**config.mk**
```make
export PLATFORM = sky130hd
export DESIGN_NAME = digital_safe_seq
export DESIGN_NICKNAME = d
export VERILOG_FILES = /design/src/rtl/digital_safe_seq.sv
export SDC_FILE = /design/constraint.sdc
export NUM_CORES = 1
export LEC_CHECK = 0
export BUFFER_PORTS_ARGS = -buffer_cell sky130_fd_sc_hd__buf_2
export CAP_MARGIN = 5
export CORE_UTILIZATION = 49
export CTS_BUF_LIST = sky130_fd_sc_hd__clkbuf_4
export CTS_CLUSTER_DIAMETER = 60
export DETAILED_ROUTE_END_ITERATION = 10
export PLACE_DENSITY = 0.76
export SYNTH_ARGS = -nofsm -noshare
export SYNTH_HDL_FRONTEND = slang
export SYNTH_SLANG_ARGS = --single-unit
```
**constraint.sdc**
```tcl
create_clock -name clock -period 4.25 [get_ports clock]
set_clock_uncertainty 0.2 [all_clocks]
set_input_delay 0 -clock clock [delete_from_list [all_inputs] [get_ports clock]]
set_output_delay 0 -clock clock [all_outputs]
set_load 0.03 [all_outputs]
```
**src/rtl/digital_safe_seq.sv**
```systemverilog
// Multi-digit code safe with failed-attempt lockout, auto-relock and a 7-segment status display.
// Define SAFE_CODE_PROG_EN to allow reprogramming the code while the safe is open.
module digital_safe_seq #(
  parameter int unsigned DIGIT_W        = 4,
  parameter int unsigned CODE_LEN       = 4,
  parameter logic [CODE_LEN*DIGIT_W-1:0] DEFAULT_CODE = 16'h75BA,
  parameter int unsigned MAX_TRIES      = 3,
  parameter int unsigned LOCKOUT_CYCLES = 16,
  parameter int unsigned OPEN_CYCLES    = 8
) (
  input  logic               clock,
  input  logic               reset,
  input  logic               digit_valid,
  input  logic [DIGIT_W-1:0] digit,
  input  logic               clear,
  input  logic               relock,
  input  logic               prog,
  output logic               unlocked,
  output logic               locked_out,
  output logic               prog_done,
  output logic [6:0]         display
);

  localparam int unsigned CodeW    = CODE_LEN * DIGIT_W;
  localparam int unsigned IdxW     = $clog2(CODE_LEN + 1);
  localparam int unsigned FailW    = $clog2(MAX_TRIES + 1);
  localparam int unsigned LockTmrW = $clog2(LOCKOUT_CYCLES + 1);
  localparam int unsigned OpenTmrW = (OPEN_CYCLES > 0) ? $clog2(OPEN_CYCLES + 1) : 1;
  localparam int unsigned OpenLast = (OPEN_CYCLES > 0) ? OPEN_CYCLES - 1 : 0;

  localparam logic [6:0] SegU = 7'b0111110;
  localparam logic [6:0] SegE = 7'b1111001;
  localparam logic [6:0] SegL = 7'b0111000;

  typedef enum logic [1:0] {StEntry, StFail, StLockout, StOpen} state_e;

  state_e                state_q, state_d;
  logic [IdxW-1:0]       idx_q, idx_d;
  logic                  mism_q, mism_d;
  logic [FailW-1:0]      fail_q, fail_d;
  logic [LockTmrW-1:0]   lock_tmr_q, lock_tmr_d;
  logic [OpenTmrW-1:0]   open_tmr_q, open_tmr_d;
  logic [CodeW-1:0]      code;
  logic [DIGIT_W-1:0]    exp_digit;
  logic                  digit_bad;
  logic                  open_timeout;

`ifdef SAFE_CODE_PROG_EN
  logic [CodeW-1:0]      code_q, code_d;
  logic [CodeW-1:0]      shadow_q, shadow_d;
  logic [IdxW-1:0]       pidx_q, pidx_d;
  logic                  prog_done_q, prog_done_d;

  assign code      = code_q;
  assign prog_done = prog_done_q;
`else
  logic                  unused_prog;

  assign code        = DEFAULT_CODE;
  assign prog_done   = 1'b0;
  assign unused_prog = prog;
`endif

  function automatic logic [6:0] seg_digit(input logic [3:0] val);
    logic [6:0] seg;
    case (val)
      4'd0:    seg = 7'b0111111;
      4'd1:    seg = 7'b0000110;
      4'd2:    seg = 7'b1011011;
      4'd3:    seg = 7'b1001111;
      4'd4:    seg = 7'b1100110;
      4'd5:    seg = 7'b1101101;
      4'd6:    seg = 7'b1111101;
      4'd7:    seg = 7'b0000111;
      4'd8:    seg = 7'b1111111;
      4'd9:    seg = 7'b1101111;
      default: seg = 7'b0000000;
    endcase
    return seg;
  endfunction

  // First code digit lives in the most significant digit slot.
  always_comb begin
    exp_digit = '0;
    for (int i = 0; i < int'(CODE_LEN); i++) begin
      if (idx_q == IdxW'(i)) begin
        exp_digit = code[DIGIT_W*(CODE_LEN-1-i) +: DIGIT_W];
      end
    end
  end

  assign digit_bad    = (digit != exp_digit);
  assign open_timeout = (OPEN_CYCLES > 0) && (open_tmr_q == OpenTmrW'(OpenLast));

  always_comb begin
    state_d    = state_q;
    idx_d      = idx_q;
    mism_d     = mism_q;
    fail_d     = fail_q;
    lock_tmr_d = lock_tmr_q;
    open_tmr_d = open_tmr_q;
`ifdef SAFE_CODE_PROG_EN
    code_d      = code_q;
    shadow_d    = shadow_q;
    pidx_d      = pidx_q;
    prog_done_d = 1'b0;
`endif
    unique case (state_q)
      StEntry: begin
        if (clear) begin
          idx_d  = '0;
          mism_d = 1'b0;
        end else if (digit_valid) begin
          if (idx_q == IdxW'(CODE_LEN - 1)) begin
            idx_d  = '0;
            mism_d = 1'b0;
            if (mism_q || digit_bad) begin
              state_d = StFail;
            end else begin
              state_d    = StOpen;
              fail_d     = '0;
              open_tmr_d = '0;
            end
          end else begin
            idx_d  = idx_q + 1'b1;
            mism_d = mism_q | digit_bad;
          end
        end
      end
      StFail: begin
        if (fail_q < FailW'(MAX_TRIES)) begin
          fail_d = fail_q + 1'b1;
        end
        if (fail_d == FailW'(MAX_TRIES)) begin
          state_d    = StLockout;
          lock_tmr_d = '0;
        end else begin
          state_d = StEntry;
        end
      end
      StLockout: begin
        if (lock_tmr_q == LockTmrW'(LOCKOUT_CYCLES - 1)) begin
          state_d    = StEntry;
          fail_d     = '0;
          lock_tmr_d = '0;
        end else begin
          lock_tmr_d = lock_tmr_q + 1'b1;
        end
      end
      StOpen: begin
        if (relock || open_timeout) begin
          state_d    = StEntry;
          open_tmr_d = '0;
`ifdef SAFE_CODE_PROG_EN
          pidx_d     = '0;
`endif
        end else begin
          if (OPEN_CYCLES > 0) begin
            open_tmr_d = open_tmr_q + 1'b1;
          end
`ifdef SAFE_CODE_PROG_EN
          if (digit_valid && prog) begin
            shadow_d   = (shadow_q << DIGIT_W) | CodeW'(digit);
            open_tmr_d = '0;
            if (pidx_q == IdxW'(CODE_LEN - 1)) begin
              code_d      = shadow_d;
              prog_done_d = 1'b1;
              pidx_d      = '0;
            end else begin
              pidx_d = pidx_q + 1'b1;
            end
          end
`endif
        end
      end
      default: state_d = StEntry;
    endcase
  end

  always_ff @(posedge clock) begin
    if (reset) begin
      state_q    <= StEntry;
      idx_q      <= '0;
      mism_q     <= 1'b0;
      fail_q     <= '0;
      lock_tmr_q <= '0;
      open_tmr_q <= '0;
    end else begin
      state_q    <= state_d;
      idx_q      <= idx_d;
      mism_q     <= mism_d;
      fail_q     <= fail_d;
      lock_tmr_q <= lock_tmr_d;
      open_tmr_q <= open_tmr_d;
    end
  end

`ifdef SAFE_CODE_PROG_EN
  always_ff @(posedge clock) begin
    if (reset) begin
      code_q      <= DEFAULT_CODE;
      shadow_q    <= '0;
      pidx_q      <= '0;
      prog_done_q <= 1'b0;
    end else begin
      code_q      <= code_d;
      shadow_q    <= shadow_d;
      pidx_q      <= pidx_d;
      prog_done_q <= prog_done_d;
    end
  end
`endif

  assign unlocked   = (state_q == StOpen);
  assign locked_out = (state_q == StLockout);

  always_comb begin
    display = seg_digit(4'(idx_q));
    unique case (state_q)
      StEntry:   display = seg_digit(4'(idx_q));
      StFail:    display = SegE;
      StLockout: display = SegL;
      StOpen:    display = SegU;
      default:   display = seg_digit(4'd0);
    endcase
  end

endmodule
```
## After elaboration in Yosys (flattened, before gate mapping)

Memories as Yosys holds them, arrays and structs flattened. A register that Yosys moved wholly into a read port is not among the register bits.
Index checks and enable logic that the tools add are counted.

- Memories: 1
- Flip-flop bits (word level): 17
- Bits of input ports: 10
- Memory bits (read-only): 56

- Bitwise gates (word level): 1
- Order comparisons: 1
- Reduce and logical (&&, ||, !) cells: 13
- Add/subtract/negate cells: 4
- Equality and inequality tests: 17
- Mux-type cells: 37

Memory list:

| memory | words | width | rd ports | clocked after memory_dff | wr ports | line | source |
|---|---|---|---|---|---|---|---|
| (no name shown) | 8 | 7 | 1 | 1 | 0 | 66 | `case (val)` |

Operators by type and width:

| kind | count |
|---|---|
| 4-bit two-way mux | 7 |
| 7-bit one-hot mux with 4 select lines | 1 |
| 2-bit two-way mux | 13 |
| 3-bit two-way mux | 7 |
| 5-bit two-way mux | 2 |
| 2-bit inequality test, second input constant | 5 |
| 5-bit one-hot mux with 2 select lines | 1 |
| 5-bit AND reduction | 2 |
| 2-bit one-hot mux with 4 select lines | 1 |
| 4-bit one-hot mux with 2 select lines | 1 |
| 2-bit equality test, second input constant | 3 |
| 3-bit by 2-bit equality test with 1-bit output, second input constant | 2 |
| 2-bit one-hot mux with 3 select lines | 1 |
| 6-bit AND reduction | 1 |
| 2-bit nonzero test | 3 |
| 5-bit by 1-bit adder with 5-bit output, second input constant | 1 |
| 5-bit by 4-bit equality test with 1-bit output, second input constant | 1 |
| 4-bit by 1-bit adder with 4-bit output, second input constant | 1 |
| 4-bit by 3-bit equality test with 1-bit output, second input constant | 1 |
| 2-bit by 1-bit inequality test with 1-bit output, second input constant | 2 |
| 4-bit inequality test | 1 |
| 2-bit AND reduction | 2 |
| 3-bit by 1-bit adder with 3-bit output, second input constant | 1 |
| 3-bit by 1-bit equality test with 1-bit output, second input constant | 1 |
| other kinds (9) | 12 |

## Depth between registers and ports, before layout

- Depth in word-level cells: 12
- Gate-level depth with buffers: 10

## Worst setup path before layout

Ideal clock, no wire load.

- Path type: reg2reg
- Start: register idx_q[1]
- End: register with a tool-made name
- Path slack: 2065 ps
- Buffers on the path: 1
- Required time: 3922 ps
- Arrival time: 1857 ps
- Stages on the path, launching flop included: 9
- Period minus slack after synthesis: 2185 ps
- Cell sequence: dfxtp_1 ha_1 nor2b_2 nor4b_4 a22oi_1 or2_0 buf_2 ha_1 nand2b_1

RTL lines:

| item | line | source |
|---|---|---|
| start: declaration | 38 | `logic [IdxW-1:0] idx_q, idx_d;` |
| start signal: assignment | 190 | `idx_q <= idx_d;` |

==> flow_summary_export.csv <==
group,metric,value,unit
status,status,"finished clean",
clock_tree,path_clk_slew,130,ps
final_layout,layout.nets,215,
clock_tree,cts_tree,"done",
detailed_routing,wire_per_inst,12.9,um
critical_path,cp_max_fo,14,
detailed_routing,drc,0,
yosys,synth_area,1460,um2
min_path,hp-start,"digit_valid",
timing,setup_ws,1460,ps
detailed_routing,via_per_inst,5.48,
timing,setup_viol_count_final,0,
clock_tree,clock-sinks,24,
global_routing,grt_pass1_wl,5270,um
place,pre_cts_ws,1460,ps
global_routing,antenna_found_initial,0,
clock_tree,clock-root-buffer,"clkbuf_4",
timing,fin_setup_tns,0,ps
critical_path,cp-startpoint,"state_q[0]",
place,hpwl,2160,um
yosys,synthArstFlopShare,0,%
floorplanning,die_w,56.5,um
final_layout,finish.utilization,58.3,%
timing,final.min_clock_period,2790,ps
yosys,yosysMostFrequentCell,"dfxtp_1",
yosys,yosys_warnings,0,
yosys,post_synth_fa_ha_maj_area_fraction,12.9,%
yosys,synth-compound-area-share,14.7,%
floorplanning,die_y,56.5,um
yosys,synth_xor_area_share,1.12,%
yosys,synth_seq_cells,24,
yosys,synth.top_cell.area_share,33.0,%
timing,max-slew-margin-rel,64.7,%
detailed_routing,vias,1206,
timing,max_freq,358,MHz
global_routing,grt_max_degree,15,
clock_tree,cts_buffers,3,
min_path,holdPathEnd,"idx_q[0]",
critical_path,crit_arrival,2800,ps
yosys,synthTopCellsByArea,"dfxtp_1 33%, ha_1 13%, nand2_1 5.7%, mux2i_1 4.1%, a21oi_1 3.8%",
yosys,synth_common_cells,"24 x dfxtp_1, 22 x nand2_1, 15 x ha_1, 12 x inv_1, 11 x a21oi_1",
yosys,synth_edf_count,0,
place,io_buffers,17,
global_routing,grt_pass1_vias,1242,
timing,slew_violations,0,
yosys,syn_inst,169,
timing,tightestPinTransition,529,ps
power_and_ir_drop,p_leak,0.700,nW
yosys,synth_mux_area_share,5.67,%
floorplanning,num_rows,19,
global_routing,grt_use_total,20.3,%
timing,rsz0062_at_grt,"false",
final_layout,final_layout_size_suffix_gt1_share,15.3,%
final_layout,nFillCells,251,
clock_tree,cts-resized-gates,0,
detailed_routing,drt_iter0_drc,40,
critical_path,startpoint_type,"register",
global_routing,grt_overflow,0,
min_path,min_path_type,"primary input to register",
critical_path,cp_data_required_time,4260,ps
min_path,whs_path_depth,4,
power_and_ir_drop,peakVddDrop,0.539,mV
detailed_routing,routed_wl,2830,um
critical_path,r2r-start,"state_q[0]",
detailed_routing,drtAntennaViolNets,0,
critical_path,rr_worst_depth,9,
yosys,yosysTopAreaCell,"dfxtp_1",
yosys,yosys.area_share.simple,27.3,%
floorplanning,core,2780,um2
yosys,avgSynthCellArea,8.61,um2
clock_tree,clk_path_buf_depth,2,
critical_path,r2r_slack,1460,ps
place,gp_congestion,0.824,
yosys,synth_top_family_by_area,"simple AND/OR/NAND/NOR gates",
timing,period_share,65.7,%
yosys,synth-seq-area-share,33.0,%
clock_tree,htreeDepth,1,
floorplanning,start_util,52.3,%
final_layout,synthToLayoutAreaGrowth,11.3,%
floorplanning,dieArea,3190,um2
detailed_routing,drtPass1Iterations,4,
floorplanning,ios,20,
yosys,syn-num-nets,194,
power_and_ir_drop,power-per-cell-area,474,nW/um2
yosys,synth_cell_type_count,46,
critical_path,critical_path.endpoint_type,"register",
final_layout,n_antenna_cell,0,
yosys,ys.flop_type,"dfxtp_1",
run,cap_violations,0,
critical_path,path_class,"register to register",
clock_tree,insertion_delay,310,ps
timing,hold_violations,0,
[cell type report]
class | instances | area, um2 | share of cell area, %
well taps | 31 | 38.8 | 2.39
flip-flops and latches | 24 | 480 | 29.7
repair buffers | 21 | 125 | 7.72
inverters | 13 | 48.8 | 3.01
clock inverters | 1 | 3.75 | 0.232
clock buffers | 3 | 22.5 | 1.39
multi-input cells | 127 | 901 | 55.6
[critical path, cell delays in order, from the launching register on]
cell	delay, ps
dfxtp_1	360
inv_1	90
ha_1	490
inv_2	180
nor4b_4	350
mux2i_1	140
nor2_1	250
inv_1	150
ha_1	230
mux2_2	260
[repair_timing]
item                                   in CTS  in global routing
setup buffers                               0                  0
hold buffers                                4                  0
endpoints found under the hold margin      12                  0
[cell usage in the layout (no fill, tap or decap), types with 4 or more instances in the layout]
| cell type | count |
|---|---|
| nand3_1 | 6 |
| nor3_1 | 5 |
| inv_1 | 12 |
| buf_2 | 17 |
| dfxtp_1 | 24 |
| nand2b_1 | 7 |
| ha_1 | 15 |
| dlygate4sd3_1 | 4 |
| nand2_1 | 22 |
| o21ai_0 | 4 |
| a21oi_1 | 11 |
| nor2_1 | 8 |
| mux2i_1 | 6 |
[metal layers]
layer / routed length [um] / vias up / part of all wire (%) / global-route usage (%)
met3: 74 / 4 / 2.6 / 2.30
met4: 19 / 0 / 0.67 / 4.18
met2: 1490 / 19 / 53 / 38.0
met1: 1240 / 559 / 44 / 24.6
li1: - / 624 / - / -
met5: 0 / - / 0 / 0
[stage by stage]
stage          instance area [um2]  power (W)  hold slack, ps  std cells
6_report                      1620   0.000768            25.1        220
5_1_grt                       1620   0.000828            71.6        220
4_1_cts                       1620   0.000771            24.9        220
3_5_place_dp                  1550   0.000664             158        212
3_3_place_gp                  1550   0.000649             145        212
2_1_floorplan                 1460   0.000573            6.85        169
[cells by family (layout without fill, tap and decap cells)]
logic type | Yosys count | count (layout)
buffers and inverters | 18 | 38
multiplexers | 8 | 8
AND/OR/NAND/NOR | 69 | 69
other | 1 | 1
XOR/XNOR | 1 | 1
adder cells (fa/ha/maj) | 15 | 15
AO/OA/AOI/OAI | 33 | 33
flip-flops | 24 | 24
[where the power goes]
group          switching (W)  internal [W]
Sequential         0.0000146      0.000246
Combinational       0.000275      0.000131
Clock              0.0000680     0.0000343
[worst max path at each step]
stage	endpoint	slack [ps]	depth (start not counted)
after floorplan	register	2060	8
after global placement	register	1620	9
after detailed placement	register	1460	9
after CTS	register	1450	9
after global routing	register	1180	9
final	register	1460	9
No activity file was read; power rests on OpenSTA's default activity.
